**src/rtl/ibex_cosim_pkg.sv**
```systemverilog
// ibex_cosim_pkg
//   Shared types for the Ibex co-simulation data-side tracker.
//   dside_req_t    : one granted dmem request held until its response arrives.
//   dside_access_t : one completed access record handed to the checker.
package ibex_cosim_pkg;

    typedef struct packed {
        logic        we;
        logic [31:0] addr;
        logic [3:0]  be;
        logic [31:0] wdata;
        logic        mis_first;
        logic        mis_second;
    } dside_req_t;

    typedef struct packed {
        logic        store;
        logic [31:0] addr;
        logic [31:0] data;
        logic [3:0]  be;
        logic        err;
        logic        mis_first;
        logic        mis_second;
    } dside_access_t;

endpackage

```
**src/rtl/ibex_dside_req_fifo.sv**
```systemverilog
// ibex_dside_req_fifo
//   Synchronous FIFO of dside_req_t holding granted requests awaiting response.
//   Ports:
//     clk_i, rst_ni   clock, asynchronous active-low reset
//     push_i, data_i  write request and entry
//     pop_i           retire head entry (ignored when empty)
//     head_o          current head entry
//     full_o, empty_o occupancy flags
//     count_o         number of stored entries, 0..Depth
//   A push while full is accepted only if a pop happens in the same cycle.
module ibex_dside_req_fifo
    import ibex_cosim_pkg::*;
#(
    parameter int unsigned Depth = 4
) (
    input  logic                       clk_i,
    input  logic                       rst_ni,
    input  logic                       push_i,
    input  dside_req_t                 data_i,
    input  logic                       pop_i,
    output dside_req_t                 head_o,
    output logic                       full_o,
    output logic                       empty_o,
    output logic [$clog2(Depth+1)-1:0] count_o
);

    localparam int unsigned PtrW = $clog2(Depth);
    localparam int unsigned CntW = $clog2(Depth + 1);

    dside_req_t            mem_q [Depth];
    dside_req_t            mem_d [Depth];
    logic      [PtrW-1:0]  wr_ptr_q, wr_ptr_d;
    logic      [PtrW-1:0]  rd_ptr_q, rd_ptr_d;
    logic      [CntW-1:0]  count_q, count_d;
    logic                  do_push, do_pop;

    assign full_o  = (count_q == CntW'(Depth));
    assign empty_o = (count_q == '0);
    assign count_o = count_q;
    assign head_o  = mem_q[rd_ptr_q];

    assign do_pop  = pop_i & ~empty_o;
    assign do_push = push_i & (~full_o | do_pop);

    always_comb begin
        mem_d    = mem_q;
        wr_ptr_d = wr_ptr_q;
        rd_ptr_d = rd_ptr_q;
        count_d  = count_q;
        if (do_push) begin
            mem_d[wr_ptr_q] = data_i;
            // Depth is a power of two, so natural overflow wraps modulo Depth.
            wr_ptr_d        = wr_ptr_q + PtrW'(1);
        end
        if (do_pop) begin
            rd_ptr_d = rd_ptr_q + PtrW'(1);
        end
        unique case ({do_push, do_pop})
            2'b10:   count_d = count_q + CntW'(1);
            2'b01:   count_d = count_q - CntW'(1);
            default: count_d = count_q;
        endcase
    end

    always_ff @(posedge clk_i or negedge rst_ni) begin
        if (!rst_ni) begin
            for (int i = 0; i < Depth; i++) begin
                mem_q[i] <= '0;
            end
            wr_ptr_q <= '0;
            rd_ptr_q <= '0;
            count_q  <= '0;
        end else begin
            mem_q    <= mem_d;
            wr_ptr_q <= wr_ptr_d;
            rd_ptr_q <= rd_ptr_d;
            count_q  <= count_d;
        end
    end

endmodule

```
**src/rtl/ibex_dside_access_tracker.sv**
```systemverilog
// ibex_dside_access_tracker
//   Pairs granted Ibex dmem requests with their in-order responses and emits one
//   registered access record per response; flags protocol violations (sticky).
//   Ports:
//     clk_i, rst_ni                 clock, asynchronous active-low reset
//     dmem_*_i                      data-side bus request/response signals
//     mis_first_i, mis_second_i     LSU misaligned-access halves
//     acc_valid_o, acc_o            completed record, valid for one cycle
//     outstanding_o                 requests granted but not yet answered
//     protocol_err_o                sticky: response with nothing outstanding, or overflow
//   Optional: define DSIDE_TRK_STATS_EN to add num_loads_o/num_stores_o/num_errs_o.
module ibex_dside_access_tracker
    import ibex_cosim_pkg::*;
#(
    parameter int unsigned Depth = 4,
    parameter int unsigned CntW  = 32
) (
    input  logic                       clk_i,
    input  logic                       rst_ni,
    input  logic                       dmem_req_i,
    input  logic                       dmem_gnt_i,
    input  logic                       dmem_we_i,
    input  logic [31:0]                dmem_addr_i,
    input  logic [3:0]                 dmem_be_i,
    input  logic [31:0]                dmem_wdata_i,
    input  logic                       mis_first_i,
    input  logic                       mis_second_i,
    input  logic                       dmem_rvalid_i,
    input  logic [31:0]                dmem_rdata_i,
    input  logic                       dmem_err_i,
    output logic                       acc_valid_o,
    output dside_access_t              acc_o,
    output logic [$clog2(Depth+1)-1:0] outstanding_o,
`ifdef DSIDE_TRK_STATS_EN
    output logic [CntW-1:0]            num_loads_o,
    output logic [CntW-1:0]            num_stores_o,
    output logic [CntW-1:0]            num_errs_o,
`endif
    output logic                       protocol_err_o
);

    dside_req_t    push_entry, head;
    logic          push, pop, full, empty;
    logic          acc_valid_q, acc_valid_d;
    dside_access_t acc_q, acc_d;
    logic          perr_q, perr_d;

    assign push = dmem_req_i & dmem_gnt_i;
    assign pop  = dmem_rvalid_i;

    assign push_entry = '{
        we:         dmem_we_i,
        addr:       dmem_addr_i,
        be:         dmem_be_i,
        wdata:      dmem_wdata_i,
        mis_first:  mis_first_i,
        mis_second: mis_second_i
    };

    ibex_dside_req_fifo #(
        .Depth (Depth)
    ) u_req_fifo (
        .clk_i   (clk_i),
        .rst_ni  (rst_ni),
        .push_i  (push),
        .data_i  (push_entry),
        .pop_i   (pop),
        .head_o  (head),
        .full_o  (full),
        .empty_o (empty),
        .count_o (outstanding_o)
    );

    always_comb begin
        acc_valid_d = 1'b0;
        acc_d       = acc_q;
        perr_d      = perr_q;
        if (pop && !empty) begin
            acc_valid_d      = 1'b1;
            acc_d.store      = head.we;
            acc_d.addr       = head.addr;
            acc_d.data       = head.we ? head.wdata : dmem_rdata_i;
            acc_d.be         = head.be;
            acc_d.err        = dmem_err_i;
            acc_d.mis_first  = head.mis_first;
            acc_d.mis_second = head.mis_second;
        end
        // A response can never answer a same-cycle grant, so only prior state matters.
        if (pop && empty) begin
            perr_d = 1'b1;
        end
        // Overflow: grant while full with no freeing pop; the FIFO drops the entry.
        if (push && full && !pop) begin
            perr_d = 1'b1;
        end
    end

    always_ff @(posedge clk_i or negedge rst_ni) begin
        if (!rst_ni) begin
            acc_valid_q <= 1'b0;
            acc_q       <= '0;
            perr_q      <= 1'b0;
        end else begin
            acc_valid_q <= acc_valid_d;
            acc_q       <= acc_d;
            perr_q      <= perr_d;
        end
    end

    assign acc_valid_o    = acc_valid_q;
    assign acc_o          = acc_q;
    assign protocol_err_o = perr_q;

`ifdef DSIDE_TRK_STATS_EN
    logic [CntW-1:0] loads_q, loads_d;
    logic [CntW-1:0] stores_q, stores_d;
    logic [CntW-1:0] errs_q, errs_d;

    // Counters advance alongside the record register so they line up with acc_valid_o.
    always_comb begin
        loads_d  = loads_q;
        stores_d = stores_q;
        errs_d   = errs_q;
        if (acc_valid_d) begin
            if (acc_d.store) begin
                stores_d = stores_q + CntW'(1);
            end else begin
                loads_d = loads_q + CntW'(1);
            end
            if (acc_d.err) begin
                errs_d = errs_q + CntW'(1);
            end
        end
    end

    always_ff @(posedge clk_i or negedge rst_ni) begin
        if (!rst_ni) begin
            loads_q  <= '0;
            stores_q <= '0;
            errs_q   <= '0;
        end else begin
            loads_q  <= loads_d;
            stores_q <= stores_d;
            errs_q   <= errs_d;
        end
    end

    assign num_loads_o  = loads_q;
    assign num_stores_o = stores_q;
    assign num_errs_o   = errs_q;
`endif

endmodule

```
**config.mk**
```make
export PLATFORM = sky130hd
export DESIGN_NAME = ibex_dside_access_tracker
export DESIGN_NICKNAME = d
export VERILOG_FILES = /design/src/rtl/ibex_cosim_pkg.sv /design/src/rtl/ibex_dside_req_fifo.sv /design/src/rtl/ibex_dside_access_tracker.sv
export SDC_FILE = /design/constraint.sdc
export NUM_CORES = 1
export LEC_CHECK = 0
export ABC_CLOCK_PERIOD_IN_PS = 2400
export CORE_MARGIN = 3
export CORE_UTILIZATION = 33
export DETAILED_ROUTE_END_ITERATION = 7
export PLACE_DENSITY = 0.62
export SLEW_MARGIN = 5
export SYNTH_ARGS = -nofsm -noshare
export SYNTH_HDL_FRONTEND = slang
export SYNTH_HIERARCHICAL = 1
export SYNTH_SLANG_ARGS = --single-unit
```
**constraint.sdc**
```tcl
create_clock -name clk_i -period 2.4 [get_ports clk_i]
set_input_delay 0.48 -clock clk_i [delete_from_list [all_inputs] [get_ports clk_i]]
set_output_delay 0.48 -clock clk_i [all_outputs]
set_load 0.02 [all_outputs]
```
Word level (Yosys, flattened, before mapping)
Index checks and enable logic that the tools add are counted.
Widths: inputs -> output; s select.
{"block": "word_totals", "ff_bits": 365, "in_bits": 109, "output_inout_bits": 77, "word_cells": 75}
{"block": "classes", "addsub": 4, "magnitude_cmp": 3, "n_eq_ne": 3, "muxes": 11, "bitwise_logic": 8, "n_reduce_logical": 10}
{"cell": "$bwmux 284", "count": 1}
{"cell": "$mux 71", "count": 3}
{"cell": "$bmux 71 s2", "count": 1}
{"cell": "$demux 71 s2", "count": 1}
{"cell": "$mux 32", "count": 1}
{"cell": "$ge 3x3->1 const B", "count": 2}
{"cell": "$not 2->3", "count": 2}
{"cell": "$pmux 3 s2", "count": 1}
{"cell": "$logic_and 1x1->1", "count": 5}
{"cell": "$add 2x1->2 const B", "count": 2}
{"cell": "$reduce_bool 2->1", "count": 2}
{"cell": "$add 3x1->3 const B", "count": 1}
{"cell": "$and 1x1->1", "count": 3}
{"cell": "$eq 3x3->1 const B", "count": 1}
{"cell": "$logic_not 3->1", "count": 1}
{"cell": "$lt 3x1->1 const B", "count": 1}
{"cell": "$mux 1", "count": 3}
{"cell": "$sub 3x1->3 const B", "count": 1}
{"cell": "$eq 2x1->1 const B", "count": 1}
{"cell": "$eq 2x2->1 const B", "count": 1}
{"cell": "$logic_not 1->1", "count": 2}
{"cell": "$not 1->1", "count": 2}
{"cell": "$or 1x1->1", "count": 1}

Depth between registers and ports, before layout
Gate-level depths: netlist of the first run.
{"block": "depth", "word_depth": 7, "ltp_mapped": 8, "mapped_depth_nobuf": 8}

Hierarchy
The synthesis of the first run kept the hierarchy.
{"module": "ibex_dside_req_fifo", "instances": 1, "cells_per_inst": 724, "area_per_inst_um2": 12737.2, "seq_area_each_um2": 7282.0}
{"module": "ibex_dside_access_tracker", "instances": 1, "cells_per_inst": 195, "area_per_inst_um2": 3392.0, "seq_area_each_um2": 1851.8}

Least setup slack after synthesis of the first run
OpenSTA, ideal clock, no wires.
{"block": "synth_path", "kind": "flip-flop to flip-flop", "start": "reg u_req_fifo.rd_ptr_q[0]", "end": "reg acc_q (netlist bit acc_o[11])", "setup_ns": 0.125, "arrival_ns": 2.160, "required_ns": 2.275, "path_slack_ns": 0.115, "stages_incl_launch_ff": 8, "path_buffers": 4, "period_less_slack_ns": 2.285, "cell_sequence": "dfrtp_1 -> buf_2 -> buf_2 -> mux4_2 -> buf_6 -> buf_6 -> mux2_4 -> mux2_4"}
{"element": "start: declaration", "line": "ibex_dside_req_fifo.sv:33", "source": "logic [PtrW-1:0] rd_ptr_q, rd_ptr_d;"}
{"element": "start signal: assignment", "line": "ibex_dside_req_fifo.sv:76", "source": "rd_ptr_q <= rd_ptr_d;"}
{"element": "end signal: assignment", "line": "ibex_dside_access_tracker.sv:101", "source": "acc_q <= '0;"}
{"element": "end signal: assignment", "line": "ibex_dside_access_tracker.sv:105", "source": "acc_q <= acc_d;"}
{"element": "end: declaration", "line": "ibex_dside_access_tracker.sv:45", "source": "dside_access_t acc_q, acc_d;"}

Worst setup path after layout of the first run
{"block": "layout_path", "start": "reg u_req_fifo.count_q[0], in the netlist u_req_fifo/count_o[0]", "end": "out outstanding_o[0]"}
{"element": "start: declaration", "line": "ibex_dside_req_fifo.sv:34", "source": "logic [CntW-1:0] count_q, count_d;"}
{"element": "start signal: assignment", "line": "ibex_dside_req_fifo.sv:77", "source": "count_q <= count_d;"}
{"element": "end: declaration", "line": "ibex_dside_access_tracker.sv:33", "source": "output logic [$clog2(Depth+1)-1:0] outstanding_o,"}
No word-level cell between the ends.

==> metrics.yaml, run 1 <==
dp_hpwl_mm: 23.17
crit_slowest_cell: "clkdlybuf4s50_1"
cts.clk_slew.worst_paths_ps: 60
worstSetupPathType: "register to output pin"
ant_nets: 0
synth-main-ff-cell: "dfrtp_1"
fin_crit_sh_pct: 91.52
cpLargestDelayFamily: "buffers and inverters"
grt-ovfl-total: 0
max_clock_freq_mhz: 455.3
power_switching_share_pct: 29.15
relSlewSlack_pct: 61.77
netlist_instances: 919
p_leak_nw: 8.496
io_buffers: 185
grt_pass1_vias: 9716
die_x_um: 227.1
drtPass1Iterations: 4
post-cts-setup-buffer-count: 0
synth-edff-count: 0
hold_path.class: "input pin to asynchronous set/reset pin"
die_height_um: 227.1
rows: 80
drt_iter0_markers: 350
worst_pin_slew_ps: 573.5
vias: 8664
async_reset_ff_share_pct: 100.0
clock_sinks: 365
synth_commonest_cells: "dfrtp_1, mux2_2, mux4_2, mux2_4, buf_6"
avgSynthCellArea_um2: 17.55
cellPowerDensity_mw_per_mm2: 1444
syn_area_mm2: 0.01613
wl_mm: 35.99
yosysWarnings: 6
p_comb_share_pct: 40.3
htreeDepth: 2
cts_resized: 0
p_int_mw: 20.84
clock_path_buffers: 3
cts_tree: "done"
start_util_pct: 33.57
slew_violations: 0
synth_cell_types: 28
wire_per_inst_um: 20.13
dieArea_mm2: 0.05157
rsz0062_at_grt: "no"
grt_pass1_wl_mm: 57.37
maxCapViolCount: 0
cts-root-buf: "clkbuf_16"
yosysMostFrequentCell: "dfrtp_1"
ios: 186
clockPowerShare_pct: 22.4
grt_max_degree: 77
synth_seq_cells: 365
syn-num-nets: 1034
fin_ws_ps: 203.5
vdd_drop_max_mv: 0.8230
synth_top_cell_by_area: "dfrtp_1"
worstSetupEndpointType: "output pin"
hold_viol_final: 0
seqPwrFrac_pct: 37.2
nets: 1253
synth_top_area_share_pct: 56.63
syn_to_final_growth_pct: 26.27
finalCriticalPeriod_ps: 2197
required_ps: 1920
gp_congestion: 0.7156
routed_via_density: 4.846
core_mm2: 0.04805
antenna_found_initial: 8
setup_tns_ps: 0
cp_cell_sequence: "clkdlybuf4s50_1"
ys_top_cells_by_area: "dfrtp_1, mux2_2, mux4_2"
switchingPower_mw: 8.574
numCtsBuffers: 41
drc: 0
grt_usage_pct: 14.36
clock_skew_ps: 14.89
status: "complete, no violations"
slowest_delay_ps: 660
worstSkewPairLatency_ps: 550
pre_cts_ws_ps: -38.86
worst_setup_path_start_kind: "register"
cp_num_buf_inv: 1
layout-drive-gt1-share_pct: 49.79
crit_arrival_ps: 1720
worstPathMaxFanout: 6
setup_violations: 0
nFillCells: 4323
yosysSeqAreaShare_pct: 56.63
cell usage in the layout (no fill, tap or decap), drive strengths merged, types with 2 or more instances in the layout:
cell type      count
clkinv             5
bufinv             3
nor2               5
buf               47
mux4              71
diode              2
clkdlybuf4s50    184
ha                 5
inv                6
clkbuf            67
xor2               3
mux2             389
dfrtp            365
xnor2              3
nand2              5
power groups by stage:
| stage | Combinational, mW | Sequential, mW | Clock (mW) |
|---|---|---|---|
| final | 11.9 | 11.0 | 6.60 |
| after global routing | 12.7 | 11.4 | 7.10 |
| after CTS | 12.1 | 11.0 | 6.85 |
| after detailed placement | 12.1 | 11.1 | 0 |
| after global placement | 11.8 | 10.9 | 0 |
| after floorplan | 8.08 | 11.3 | 0 |
state kept, by name, indices dropped and copies added, names as in the netlist:
| name | cells |
|---|---|
| u_req_fifo/mem_q | 284 |
| acc_o | 72 |
| u_req_fifo/rd_ptr_q | 2 |
| protocol_err_o | 1 |
| acc_valid_o | 1 |
| u_req_fifo/wr_ptr_q | 2 |
| u_req_fifo/count_o | 3 |
kinds of logic (layout without fill, tap and decap cells):
group                    Yosys count  count (layout)  share of synthesized area [%]
flip-flops                       365             365                          56.63
XOR/XNOR                           6               6                         0.3259
AND/OR/NAND/NOR                   17              17                         0.6594
AO/OA/AOI/OAI                      3               3                         0.1163
buffers and inverters             61             313                          3.274
multiplexers                     461             461                          38.48
other                              0               2                              0
adder cells (fa/ha/maj)            6               6                         0.5120
area by class of cell:
type | instances | area, um^2 | area share [%]
clock inverter | 9 | 123.9 | 0.6082
inverter | 5 | 18.77 | 0.09215
timing repair buffer | 232 | 2487 | 12.21
antenna | 2 | 5.005 | 0.02457
sequential | 365 | 9141 | 44.88
clock buffer | 67 | 1326 | 6.512
tap | 615 | 769.5 | 3.778
multi-input combinational | 493 | 6495 | 31.89
per-layer routing:
| metal | vias up | global-route usage [%] | routed length [um] |
|---|---|---|---|
| met5 | - | 0 | 96 |
| met4 | 14 | 3.947 | 601 |
| met3 | 54 | 3.791 | 2028 |
| met2 | 177 | 22.44 | 16460 |
| met1 | 4586 | 19.91 | 16800 |
| li1 | 3833 | - | - |
path summary, 6_finish.rpt:
| path | end | cells after the start | startpoint | slack, ps |
|---|---|---|---|---|
| setup / recovery | outstanding_o[0] | 1 | u_req_fifo/count_o[0] | 200 |
| hold / removal | acc_o[17] | 2 | rst_ni | 420 |
| setup reg to reg | acc_o[35] | 4 | u_req_fifo/rd_ptr_q[0] | 260 |
| hold reg to reg | u_req_fifo/mem_q[111] | 1 | u_req_fifo/mem_q[111] | 500 |
| max in group asynchronous | u_req_fifo/mem_q[61] | 3 | rst_ni | 1230 |
| min in group clk_i | u_req_fifo/mem_q[111] | 1 | u_req_fifo/mem_q[111] | 500 |
per-stage QoR:
step | area (um^2) | utilization (%) | power, mW | hold WS, ps | cells
after floorplan | 16130 | - | 19.34 | 184.4 | 919
final | 20370 | 42.39 | 29.41 | 416.3 | 1788
after global placement | 18900 | 39.34 | 22.73 | 409.1 | 1709
after CTS | 20360 | 42.38 | 29.94 | 398.4 | 1786
after global routing | 20360 | 42.38 | 31.26 | 416.7 | 1786
after detailed placement | 18900 | 39.34 | 23.14 | 399.2 | 1709
timing repair:
item	CTS	global route
hold buffers	1	0
setup endpoints to repair	0	0
hold endpoints to repair	25	0
No activity file was read; power rests on OpenSTA's default activity.
==> run 2: changes to the inputs <==
CORE_UTILIZATION = 40   (was 33)
PLACE_DENSITY = 0.7   (was 0.62)
==> metrics.yaml, run 2 (synthesis gave the netlist of run 1 again) <==
status: "complete, no violations"
clock_path_buffers: 3  # unchanged
p_comb_share_pct: 40.4  # about the same
cts_resized: 0  # unchanged
setup_tns_ps: 0  # unchanged
layout-drive-gt1-share_pct: 49.74  # about the same
numCtsBuffers: 41  # unchanged
dp_hpwl_mm: 21.57  # -6.9%
dieArea_mm2: 0.04277  # -17%
hold_viol_final: 0  # unchanged
multiInputGateArea_mm2: 0.006495  # unchanged
worstPathMaxFanout: 6  # unchanged
whs_ps: 497.1  # +80.80 ps
post-cts-setup-buffer-count: 0  # unchanged
seqPwrFrac_pct: 37.1  # about the same
power_mw: 29.28  # -0.45%
clock_skew_ps: 15.19  # +0.2914 ps
worstSetupPathType: "register to output pin"
layout_common_cells: "dfrtp_1, mux2_2, clkdlybuf4s50_1, mux4_2, mux2_4"
fin_ws_ps: 214.1  # +10.65 ps
cellPowerDensity_mw_per_mm2: 1449  # +0.31%
grt_pass1_wl_mm: 53.79  # -6.2%
dp.cells: 1615  # -5.5%
routed_via_density: 5.142  # +6.1%
wl_mm: 33.83  # -6.0%
cp-startpoint: "u_req_fifo/count_o[0]"
setup_violations: 0  # unchanged
postCtsHoldBufs: 1  # unchanged
antenna_found_initial: 3  # -5
fin_crit_sh_pct: 91.08  # -0.44 points
rsz0062_at_grt: "no"
ant_nets: 0  # unchanged
io_buffers: 185  # unchanged
cpLargestDelayFamily: "buffers and inverters"
r2r_slack_ps: 310  # +50 ps
rows: 72  # -10%
grt_pass1_vias: 9606  # -1.1%
grt_usage_pct: 16.11  # +1.8 points
hold_path.class: "register to register"
clockPowerShare_pct: 22.5  # about the same
cp_cell_sequence: "clkdlybuf4s50_1"
cts-root-buf: "clkbuf_16"
nFillCells: 3301  # -24%
largest_reg_flops: 284  # unchanged
slew_violations: 0  # unchanged
htreeDepth: 2  # unchanged
r2r_cells: 8  # +4
ios: 186  # unchanged
final_common_cell: "dfrtp_1"
largest-register: "u_req_fifo/mem_q"
p_int_mw: 20.84  # about the same
hold_depth: 1
post-route-util_pct: 51.46  # +9.1 points
worstSkewPairLatency_ps: 550  # about the same
min_to: "u_req_fifo/mem_q[101]"
wire_per_inst_um: 19.98  # -0.72%
grt_max_degree: 65  # -16%
power_switching_share_pct: 28.82  # -0.33 points
switchingPower_mw: 8.438  # -1.6%
worst_pin_slew_ps: 576.3  # +2.840 ps
dpl_cell_area_mm2: 0.01875  # -0.79%
register_area_mm2: 0.009141  # unchanged
p_leak_nw: 8.488  # about the same
drt_iter0_markers: 391  # +12%
cp_num_buf_inv: 1  # unchanged
crit_slowest_cell: "clkdlybuf4s50_1"
worstSetupEndpointType: "output pin"
timing.rr.end: "u_req_fifo/count_o[2]"
finalCriticalPeriod_ps: 2186  # -10.65 ps
pre_cts_ws_ps: -96.19  # -57.33 ps
drtPass1Iterations: 4  # unchanged
drc: 0  # unchanged
grt-ovfl-total: 0  # unchanged
hp-start: "u_req_fifo/mem_q[101]"
vdd_drop_max_mv: 0.7146  # -13%
reg2reg_from: "u_req_fifo/count_o[1]"
max_clock_freq_mhz: 457.5  # +0.49%
vias: 8705  # +0.47%
cts_tree: "done"
nets: 1256  # +0.24%
crit_arrival_ps: 1710  # about the same
die_x_um: 206.8  # -8.9%
final_cells: 1693  # -5.3%
gp_congestion: 0.7062  # -1.3%
maxCapViolCount: 0  # unchanged
worst_setup_path_start_kind: "register"
start_util_pct: 41.06  # +7.5 points
required_ps: 1920  # about the same
slowest_delay_ps: 660  # about the same
final_area_mm2: 0.02021  # -0.76%
core_mm2: 0.03928  # -18%
die_height_um: 206.8  # -8.9%
relSlewSlack_pct: 61.58  # -0.19 points
cts.clk_slew.worst_paths_ps: 60  # about the same
syn_to_final_growth_pct: 25.31
clock_sinks: 365  # unchanged
-- run 2: area by class of cell --
type,count,share of cell area [%]
Clock inverter,10,0.7614
Sequential cell,365,45.23
Timing Repair Buffer,235,12.17
Clock buffer,66,6.395
Multi-Input combinational cell,493,32.13
Antenna cell,1,0.01238
Tap cell,518,3.207
Inverter,5,0.09286
-- run 2: how the worst max path moves through the flow --
| stage | slack (ps) | cells past startpoint | end |
|---|---|---|---|
| 2_1_floorplan | 110 | 7 | acc_o[11] |
| 3_3_place_gp | -8 | 9 | u_req_fifo/count_o[2] |
| 3_5_place_dp | -100 | 9 | u_req_fifo/count_o[2] |
| 4_1_cts | 180 | 1 | outstanding_o[0] |
| 5_1_grt | 160 | 1 | outstanding_o[0] |
| 6_report | 210 | 1 | outstanding_o[0] |
-- run 2: power by group through the flow --
stage,logic (mW),registers [mW],clock network [mW]
detailed placement,12.0,11.0,0
global route,12.7,11.3,7.03
floorplan,8.08,11.3,0
finish,11.8,10.9,6.57
CTS,12.0,10.9,6.78
global placement,11.7,10.8,0
-- run 2: metal layers --
metal | global-route usage (%) | share of wire (%)
met5 | 0 | 0.10
met4 | 4.647 | 2.0
met3 | 3.779 | 5.4
met2 | 25.45 | 46
met1 | 22.47 | 47
